**config.mk**
```make
export PLATFORM = sky130hd
export DESIGN_NAME = multicycle_ctrl
export DESIGN_NICKNAME = d
export VERILOG_FILES = /design/src/rtl/multicycle_ctrl.sv
export SDC_FILE = /design/constraint.sdc
export NUM_CORES = 1
export LEC_CHECK = 0
export CELL_PAD_IN_SITES_DETAIL_PLACEMENT = 1
export CELL_PAD_IN_SITES_GLOBAL_PLACEMENT = 1
export CORE_ASPECT_RATIO = 0.6
export CORE_MARGIN = 5
export CORE_UTILIZATION = 38
export CTS_BUF_LIST = sky130_fd_sc_hd__clkbuf_16
export CTS_CLUSTER_DIAMETER = 100
export DETAILED_ROUTE_END_ITERATION = 6
export GPL_ROUTABILITY_DRIVEN = 0
export GPL_TIMING_DRIVEN = 0
export PLACE_DENSITY = 0.9
export SYNTH_ARGS = -nofsm -noshare
export SYNTH_HDL_FRONTEND = slang
export SYNTH_SLANG_ARGS = --single-unit
```
**constraint.sdc**
```tcl
create_clock -name clk -period 3.05 [get_ports clk]
set_clock_uncertainty 0.2 [all_clocks]
set_input_delay 0.4575 -clock clk [delete_from_list [all_inputs] [get_ports clk]]
set_output_delay 0.4575 -clock clk [all_outputs]
set_load 0.01 [all_outputs]
```
**src/rtl/multicycle_ctrl.sv**
```systemverilog
// Multi-cycle MIPS main controller: sequences FETCH/DECODE/EXEC/MEM/WB with a
// memory ready handshake, flags unsupported encodings and counts retired instructions.
module multicycle_ctrl #(
  parameter int ALUOP_W     = 5,
  parameter int EXT_W       = 2,
  parameter int MEM_WAIT_EN = 1,
  parameter int CNT_W       = 32
) (
  input  logic               clk,
  input  logic               rst,
  input  logic [5:0]         OpCode,
  input  logic [5:0]         funct,
  input  logic               cond,
  input  logic               mem_ready,
  output logic               pc_we,
  output logic [1:0]         pc_src,
  output logic               ir_we,
  output logic               mem_req,
  output logic               MemR,
  output logic               MemW,
  output logic               RegW,
  output logic               RegDst,
  output logic               Mem2R,
  output logic               Alusrc,
  output logic [EXT_W-1:0]   ExtOp,
  output logic [ALUOP_W-1:0] Aluctrl,
  output logic               illegal,
  output logic               instr_done,
  output logic [CNT_W-1:0]   instr_cnt,
  output logic [2:0]         state
);

  localparam logic [ALUOP_W-1:0] ALUOP_ADD  = ALUOP_W'(0);
  localparam logic [ALUOP_W-1:0] ALUOP_SUB  = ALUOP_W'(1);
  localparam logic [ALUOP_W-1:0] ALUOP_ADDU = ALUOP_W'(2);
  localparam logic [ALUOP_W-1:0] ALUOP_SUBU = ALUOP_W'(3);
  localparam logic [ALUOP_W-1:0] ALUOP_AND  = ALUOP_W'(4);
  localparam logic [ALUOP_W-1:0] ALUOP_OR   = ALUOP_W'(5);
  localparam logic [ALUOP_W-1:0] ALUOP_SLL  = ALUOP_W'(6);
  localparam logic [ALUOP_W-1:0] ALUOP_SRL  = ALUOP_W'(7);
  localparam logic [ALUOP_W-1:0] ALUOP_SLT  = ALUOP_W'(8);
  localparam logic [ALUOP_W-1:0] ALUOP_EQL  = ALUOP_W'(9);
  localparam logic [ALUOP_W-1:0] ALUOP_BNE  = ALUOP_W'(10);

  localparam logic [EXT_W-1:0] EXT_ZERO    = EXT_W'(0);
  localparam logic [EXT_W-1:0] EXT_SIGNED  = EXT_W'(1);
  localparam logic [EXT_W-1:0] EXT_HIGHPOS = EXT_W'(2);

  localparam logic [5:0] OP_RTYPE = 6'h00;
  localparam logic [5:0] OP_J     = 6'h02;
  localparam logic [5:0] OP_BEQ   = 6'h04;
  localparam logic [5:0] OP_BNE   = 6'h05;
  localparam logic [5:0] OP_SLTI  = 6'h0a;
  localparam logic [5:0] OP_ORI   = 6'h0d;
  localparam logic [5:0] OP_LUI   = 6'h0f;
  localparam logic [5:0] OP_LW    = 6'h23;
  localparam logic [5:0] OP_SW    = 6'h2b;

  typedef enum logic [2:0] {
    S_FETCH  = 3'd0,
    S_DECODE = 3'd1,
    S_EXEC   = 3'd2,
    S_MEM    = 3'd3,
    S_WB     = 3'd4
  } state_t;

  state_t cur, nxt;
  logic [5:0] op_q, fn_q;
  logic [5:0] op_sel, fn_sel;
  logic       ready;

  logic               dec_legal, dec_j, dec_br, dec_lw, dec_sw;
  logic               dec_regdst, dec_alusrc;
  logic [EXT_W-1:0]   dec_ext;
  logic [ALUOP_W-1:0] dec_alu;

  assign ready = (MEM_WAIT_EN != 0) ? mem_ready : 1'b1;
  assign state = cur;

  // DECODE looks at the live IR fields; later states use the captured copies.
  assign op_sel = (cur == S_DECODE) ? OpCode : op_q;
  assign fn_sel = (cur == S_DECODE) ? funct  : fn_q;

  always_comb begin
    dec_legal  = 1'b1;
    dec_j      = 1'b0;
    dec_br     = 1'b0;
    dec_lw     = 1'b0;
    dec_sw     = 1'b0;
    dec_regdst = 1'b0;
    dec_alusrc = 1'b0;
    dec_ext    = EXT_ZERO;
    dec_alu    = ALUOP_ADD;
    case (op_sel)
      OP_RTYPE: begin
        dec_regdst = 1'b1;
        case (fn_sel)
          6'h21:   dec_alu = ALUOP_ADDU;
          6'h23:   dec_alu = ALUOP_SUBU;
          6'h20:   dec_alu = ALUOP_ADD;
          6'h22:   dec_alu = ALUOP_SUB;
          6'h24:   dec_alu = ALUOP_AND;
          6'h25:   dec_alu = ALUOP_OR;
          6'h00:   begin dec_alu = ALUOP_SLL; dec_alusrc = 1'b1; end
          6'h02:   begin dec_alu = ALUOP_SRL; dec_alusrc = 1'b1; end
          6'h2a:   dec_alu = ALUOP_SLT;
          default: begin dec_legal = 1'b0; dec_regdst = 1'b0; end
        endcase
      end
      OP_ORI:  begin dec_alusrc = 1'b1; dec_alu = ALUOP_OR; end
      OP_LW:   begin dec_lw = 1'b1; dec_alusrc = 1'b1; dec_ext = EXT_SIGNED; end
      OP_SW:   begin dec_sw = 1'b1; dec_alusrc = 1'b1; dec_ext = EXT_SIGNED; end
      OP_BEQ:  begin dec_br = 1'b1; dec_ext = EXT_SIGNED; dec_alu = ALUOP_EQL; end
      OP_BNE:  begin dec_br = 1'b1; dec_ext = EXT_SIGNED; dec_alu = ALUOP_BNE; end
      OP_LUI:  begin dec_alusrc = 1'b1; dec_ext = EXT_HIGHPOS; end
      OP_J:    dec_j = 1'b1;
      OP_SLTI: begin dec_alusrc = 1'b1; dec_ext = EXT_SIGNED; dec_alu = ALUOP_SLT; end
      default: dec_legal = 1'b0;
    endcase
  end

  always_comb begin
    nxt        = S_FETCH;
    pc_we      = 1'b0;
    pc_src     = 2'd0;
    ir_we      = 1'b0;
    mem_req    = 1'b0;
    MemR       = 1'b0;
    MemW       = 1'b0;
    RegW       = 1'b0;
    RegDst     = 1'b0;
    Mem2R      = 1'b0;
    Alusrc     = 1'b0;
    ExtOp      = EXT_ZERO;
    Aluctrl    = ALUOP_ADD;
    illegal    = 1'b0;
    instr_done = 1'b0;
    case (cur)
      S_FETCH: begin
        mem_req = 1'b1;
        MemR    = 1'b1;
        if (ready) begin
          ir_we = 1'b1;
          pc_we = 1'b1;
          nxt   = S_DECODE;
        end else begin
          nxt = S_FETCH;
        end
      end
      S_DECODE: begin
        if (!dec_legal) begin
          illegal    = 1'b1;
          instr_done = 1'b1;
        end else if (dec_j) begin
          pc_we      = 1'b1;
          pc_src     = 2'd2;
          instr_done = 1'b1;
        end else begin
          nxt = S_EXEC;
        end
      end
      S_EXEC: begin
        Alusrc  = dec_alusrc;
        ExtOp   = dec_ext;
        Aluctrl = dec_alu;
        if (dec_br) begin
          pc_we      = cond;
          pc_src     = 2'd1;
          instr_done = 1'b1;
        end else if (dec_lw || dec_sw) begin
          nxt = S_MEM;
        end else begin
          nxt = S_WB;
        end
      end
      S_MEM: begin
        mem_req = 1'b1;
        MemR    = dec_lw;
        MemW    = dec_sw;
        ExtOp   = EXT_SIGNED;
        if (!ready)      nxt = S_MEM;
        else if (dec_lw) nxt = S_WB;
        else             instr_done = 1'b1;
      end
      S_WB: begin
        RegW       = 1'b1;
        RegDst     = dec_regdst;
        Mem2R      = dec_lw;
        instr_done = 1'b1;
      end
      default: nxt = S_FETCH;
    endcase
    if (rst) begin
      pc_we      = 1'b0;
      pc_src     = 2'd0;
      ir_we      = 1'b0;
      mem_req    = 1'b0;
      MemR       = 1'b0;
      MemW       = 1'b0;
      RegW       = 1'b0;
      RegDst     = 1'b0;
      Mem2R      = 1'b0;
      Alusrc     = 1'b0;
      ExtOp      = EXT_ZERO;
      Aluctrl    = ALUOP_ADD;
      illegal    = 1'b0;
      instr_done = 1'b0;
    end
  end

  always_ff @(posedge clk) begin
    if (rst) begin
      cur       <= S_FETCH;
      op_q      <= '0;
      fn_q      <= '0;
      instr_cnt <= '0;
    end else begin
      cur <= nxt;
      if (cur == S_DECODE) begin
        op_q <= OpCode;
        fn_q <= funct;
      end
      if (instr_done) instr_cnt <= instr_cnt + CNT_W'(1);
    end
  end

endmodule
```
==> metrics <==
die area=11000 µm²; Nets=550; Net Sw Power=0.550 mW; CTS Hold Bufs=0; Buf/Inv on CP=5; Synth Area in Compound Gates=17.1%; RSZ-0062 raised after global routing=yes; final hold vios=0; CTS tree=yes; register-to-register setup slack=90 ps; dpl cells=618; Unique masters post-synth=58; clock slew at reported path FFs=70 ps; post-synth top area share=27.6%; Longest Clk Path Bufs=2; row count=26; CP cell instances=buf_6, nor3b_4, buf_6, buf_12, mux2i_4, o21ai_1, a21oi_2, buf_4, a41oi_2, nor2_1, clkdlybuf4s15_1; H-tree Lvls=2; CP Data Arrival Time=2570 ps; core area=8620 µm²; DR iter-0 viols=366; endpoint class of the critical path=output pin; via count=4057; Post-synth top flop=dfxtp_1; FFs w/ async S/R, synth=0%; gr ovfl total=0; Clock Sinks=47; f_max=310 MHz; largest net degree at the start of global routing=15; sequential share of the synthesized area=27.6%; synthesized cell area=3410 µm²; largest family of logic cells by synthesized area=simple AND/OR/NAND/NOR gates; CP Class=flop to output pin; first-pass GRT wire length=22.8 mm; hold crit path type=flop to flop; post-synthesis adder-cell area fraction=0.367%; yosys warns=0; Syn Inst Count=438; critical-path maximum fanout=5; HPWL after DPL=9.49 mm; Slowest-stage cell, CP=dfxtp_4; wire per inst=23.7 µm; post-route DRC violation count=0; Int Pwr=1.13 mW; io pins=71; number of global-route vias before repair=4110; Final Non-Filler Cells=646; DP Worst Slack=-939 ps; Area Growth Syn to Fin=41.5%; mux cell area share after synthesis=12.6%; Pleak=1.71 nW; xor and xnor area share after synthesis=0.257%; synthesized flop and latch total=47; DR pass1 iterations=5; DR vias/cell=6.28; Port Buffers=68; Synthesized Nets=455; Die Ht=83.4 µm; Max Transition Viols Final=0; CP startpoint kind=flop; Tmin final=3230 ps; die width=132 µm; Total Routing Usage GR=25.1%; Least-Margin Pin Slew=687 ps; Simple-Gate Fraction of Synth Area=37.1%; Fill cells=1037; EDFF count, synth=0; Mean Syn Cell Area=7.79 µm²; Pwr Total=1.68 mW; clock power share=33.0%; max_cap viols=0; CP top delay family=buffers and inverters; initial antenna violation count=0; Inserted Diodes=0; WP data required=2390 ps; layout cells sized above 1=24.2%; clk_lat worst skew=300 ps; violated checks=negative setup slack; Worst Slack Setup Final=-178 ps; routed wire length=15.3 mm; Peak VDD IR=0.192 mV; pwr/cell area=348 nW/µm²; root buf cell=clkbuf_16; cell seen most often among critical-path stages=buf_6; Slew headroom=53.6%; post-synth top area cell=dfxtp_1; CTS buffer count=5; switch share=32.8%; Starting Density=39.6%; Final Setup Violations=4; setup TNS=-508 ps; count leader, synth=nor2_1; status=finished, violations left; Worst path max stage delay=350 ps; Post-synth top cells=nor2_1 (64), dfxtp_1 (47), a21oi_1 (37), nor2b_1 (36), nand2_1 (33); Logic pwr share=27.9%; Final ANT Viol Nets=0; Min Hold Slack=287 ps; fin crit share=106%; dominant cells by area after synthesis=dfxtp_1 (28%), nor2_1 (7.0%), mux2_2 (6.9%), nor2b_1 (6.6%), a21oi_1 (5.4%); sequential share of power=39.0%
## sequential cells by signal, summed over array words and instances (netlist names)
| signal | count |
|---|---|
| op_q | 6 |
| state | 3 |
| fn_q | 6 |
| instr_cnt | 32 |
## cell families after synthesis
group | Yosys count
xor+xnor | 1
flops | 47
buf+inv | 33
simple gates | 235
mux | 39
other cells | 1
fa+ha+maj | 1
compound gates | 81
## power groups by stage
| stage | Clock, mW | Sequential (mW) | Combinational (mW) |
|---|---|---|---|
| after floorplan | 0 | 0.655 | 0.209 |
| after global placement | 0 | 0.658 | 0.315 |
| after detailed placement | 0 | 0.660 | 0.331 |
| after CTS | 0.550 | 0.652 | 0.417 |
| after global routing | 0.586 | 0.655 | 0.490 |
| final | 0.554 | 0.654 | 0.468 |
## metal layers
metal,wire length (µm),vias up,GRT usage [%]
met5,0,-,0
met4,459,0,5.82
met3,1360,54,6.76
met2,6890,237,40.2
met1,6590,2009,33.6
li1,-,1757,-
## metrics by stage
| step | util [%] | cell area, µm² |
|---|---|---|
| 2_1_floorplan | - | 3410 |
| 3_3_place_gp | 49.1 | 4230 |
| 3_5_place_dp | 49.1 | 4230 |
| 4_1_cts | 54.9 | 4740 |
| 5_1_grt | 56.0 | 4820 |
| 6_report | 56.0 | 4820 |
## final cells by class
| type | count | area, µm² | share of cell area, % |
|---|---|---|---|
| plain buffers | 26 | 171 | 3.55 |
| repair buffers | 92 | 841 | 17.4 |
| well taps | 112 | 140 | 2.90 |
| multi-input cells | 358 | 2570 | 53.3 |
| flip-flops and latches | 47 | 951 | 19.7 |
| clock buffers | 5 | 125 | 2.59 |
| clock inverters | 3 | 15.0 | 0.311 |
| inverters | 3 | 11.3 | 0.233 |
## worst min-delay path, stage by stage, from the launching register on
cell and delay (ps):
dfxtp_1 320, nand2_1 60, a21oi_1 60
## final timing paths
check / to / start / cells after the start
worst max-delay path: Aluctrl[3] / state[0] / 11
worst min-delay path: fn_q[4] / fn_q[4] / 2
worst max register to register: instr_cnt[18] / state[0] / 10
worst min register to register: fn_q[4] / fn_q[4] / 2
## repair_timing
| action | 4_1_cts | 5_1_grt |
|---|---|---|
| cloned | 1 | 0 |
| pin swaps | 7 | 9 |
| buffers inserted | 20 | 3 |
| endpoints found under the setup margin | 45 | 14 |
| resized for setup | 96 | 28 |
## layout by cell type (no fill, tap or decap), drive strengths merged, types with 4 or more instances in the layout
cell type | Yosys | routed
nor2 | 64 | 64
clkdlybuf4s50 | 0 | 47
dfxtp | 47 | 47
buf | 16 | 43
a21oi | 37 | 37
nor2b | 36 | 36
nand2 | 33 | 33
mux2 | 31 | 31
clkbuf | 14 | 20
nand4 | 19 | 19
nand3 | 13 | 13
nor3 | 13 | 13
a211oi | 12 | 12
dlygate4sd2 | 0 | 11
nor3b | 10 | 10
o21ai | 10 | 10
nand2b | 9 | 9
and3 | 8 | 8
mux2i | 8 | 8
and2 | 8 | 8
a31oi | 5 | 5
or3 | 4 | 4
Note: power is estimated with default switching activity, not from simulation.
==> RTL edit, RTL diff (config.mk and constraints unchanged) <==
Put one more register stage on the output `instr_cnt`, with the module's reset. The value now appears one clock later. The other outputs are not delayed to match.
--- a/src/rtl/multicycle_ctrl.sv
+++ b/src/rtl/multicycle_ctrl.sv
@@ -65,4 +65,6 @@
   } state_t;
 
+  logic [CNT_W-1:0] instr_cnt_s0;
+
   state_t cur, nxt;
   logic [5:0] op_q, fn_q;
@@ -214,5 +216,5 @@
       op_q      <= '0;
       fn_q      <= '0;
-      instr_cnt <= '0;
+      instr_cnt_s0 <= '0;
     end else begin
       cur <= nxt;
@@ -221,7 +223,15 @@
         fn_q <= funct;
       end
-      if (instr_done) instr_cnt <= instr_cnt + CNT_W'(1);
+      if (instr_done) instr_cnt_s0 <= instr_cnt_s0 + CNT_W'(1);
     end
   end
 
+  always_ff @(posedge clk) begin
+    if (rst) begin
+      instr_cnt <= '0;
+    end else begin
+      instr_cnt <= instr_cnt_s0;
+    end
+  end
+
 endmodule
Formal check against the unedited RTL: not equivalent (a bounded check fails within 4 cycles, from zero or initial values and one cycle with rst high).
==> RTL edit against the unedited design <==
  * Sequential cell count grew 32
  * Area after synthesis grew 9.6%
  * Total power grew 50%
  * Wire length grew 0.95%
  * Critical path type unchanged
  * Setup slack gained 0.18 ns
  * Largest cell class unchanged
  * Final area grew 10%
  * Global-route usage shrank 1.9 points
==> RTL edit: results (changes against the unedited design) <==
most common library cells after synthesis: dfxtp_1 (79), nor2_1 (53), a21oi_1 (38), nor2b_1 (37), o21ai_0 (26)
Arr. time, crit path: 2.39 ns (-0.18 ns)
drt total wl: 15.5 mm (+0.95%)
pre-CTS WS: -0.837 ns (+0.102 ns)
Worst Reg-to-Reg Cells: 8 (-2)
Comb pwr share: 0.183 (-0.096)
complex-gate fraction of the synthesized area: 0.143 (-0.0288)
Vias: 4,160 (+2.5%)
final net count: 571 (+3.8%)
Port Buffers: 67 (-1.5%)
Largest stage delay, worst path: 0.42 ns (+0.07 ns)
first-pass GRT wire length: 22.1 mm (-2.8%)
worst slew pin tran: 0.691 ns (+0.00361 ns)
nonclk inv count: 4 (+1)
dpl cells: 651 (+5.3%)
Clock-cell share: 0.0501 (+0.0211)
Seq/Total Area, Yosys: 0.423 (+0.147)
fraction of power consumed by sequential logic: 0.427 (+0.037)
final-layout fill cell count: 1,154 (+11%)
Final non-clock buffer share: 0.197 (-0.0126)
mux cell area share after synthesis: 0.0545 (-0.0713)
1st-iter DRT viols: 393 (+7.4%)
clk_lat worst skew: 0.34 ns (+0.04 ns)
Slowest cell on crit path: or3b_4
VDD IR max: 284 µV (+48%)
worst hold path depth: 1 (-1)
pin count of the biggest net entering global routing: 14 (-1)
clk_buf instances: 9 (+4)
H-tree depth: 3 (+1)
Distinct cells, synth: 55 (-5.2%)
switching power: 719 µW (+31%)
Mapped Cells: 449 (+2.5%)
status: completed
most area-consuming cells after synthesis: dfxtp_1 (42%), nor2b_1 (6.2%), nor2_1 (5.3%)
share of layout cells above drive strength 1: 0.208 (-0.0341)
FP Rows: 28 (+7.7%)
syn_nets: 466 (+2.4%)
Seq. pwr: 1070 µW (+64%)
DP Wirelength: 9.29 mm (-2.1%)
reported leakage power: 0.00197 µW (+15%)
CP Max Fanout: 8 (+3)
area of the multi-input gates: 2220 µm² (-14%)
Seq area share: 0.301 (+0.103)
sequential cells: 79 (+68%)
biggest regs: instr_cnt (32), instr_cnt_s0 (32)
Routed wire per std cell: 22.3 µm (-6.0%)
Post-Synth XOR/XNOR Area: 0.00468 (+0.00212)
==> RTL edit: cell count changes after synthesis, moves of 11 or more <==
cell and change:
o21ai_0 +17, nor2_1 -11, dfxtp_1 +32, or3_1 +11, mux2_2 -12, nand3_1 +11
==> RTL edit: repair_timing <==
item                       4_1_cts  5_1_grt
setup endpoints to repair       16       25
cloned                           0        1
setup buffers                   14       14
resized for setup               83       42
pin swaps                       11       13
==> RTL edit: layer usage <==
layer,vias up,part of all wire,GRT usage,wire [µm]
met5,-,0,0,0
met2,258,0.45,0.366,6970
met4,0,0.033,0.0978,515
met3,50,0.094,0.0684,1450
met1,2023,0.42,0.299,6530
li1,1829,-,-,-
==> RTL edit: path summary, 6_finish.rpt <==
check	endpoint	slack (ns)	from
hold / removal	instr_cnt[25]	0.29	instr_cnt_s0[25]
setup reg to reg	instr_cnt_s0[11]	0.08	op_q[5]
hold reg to reg	instr_cnt[25]	0.29	instr_cnt_s0[25]
setup / recovery	Alusrc	0.006	state[2]
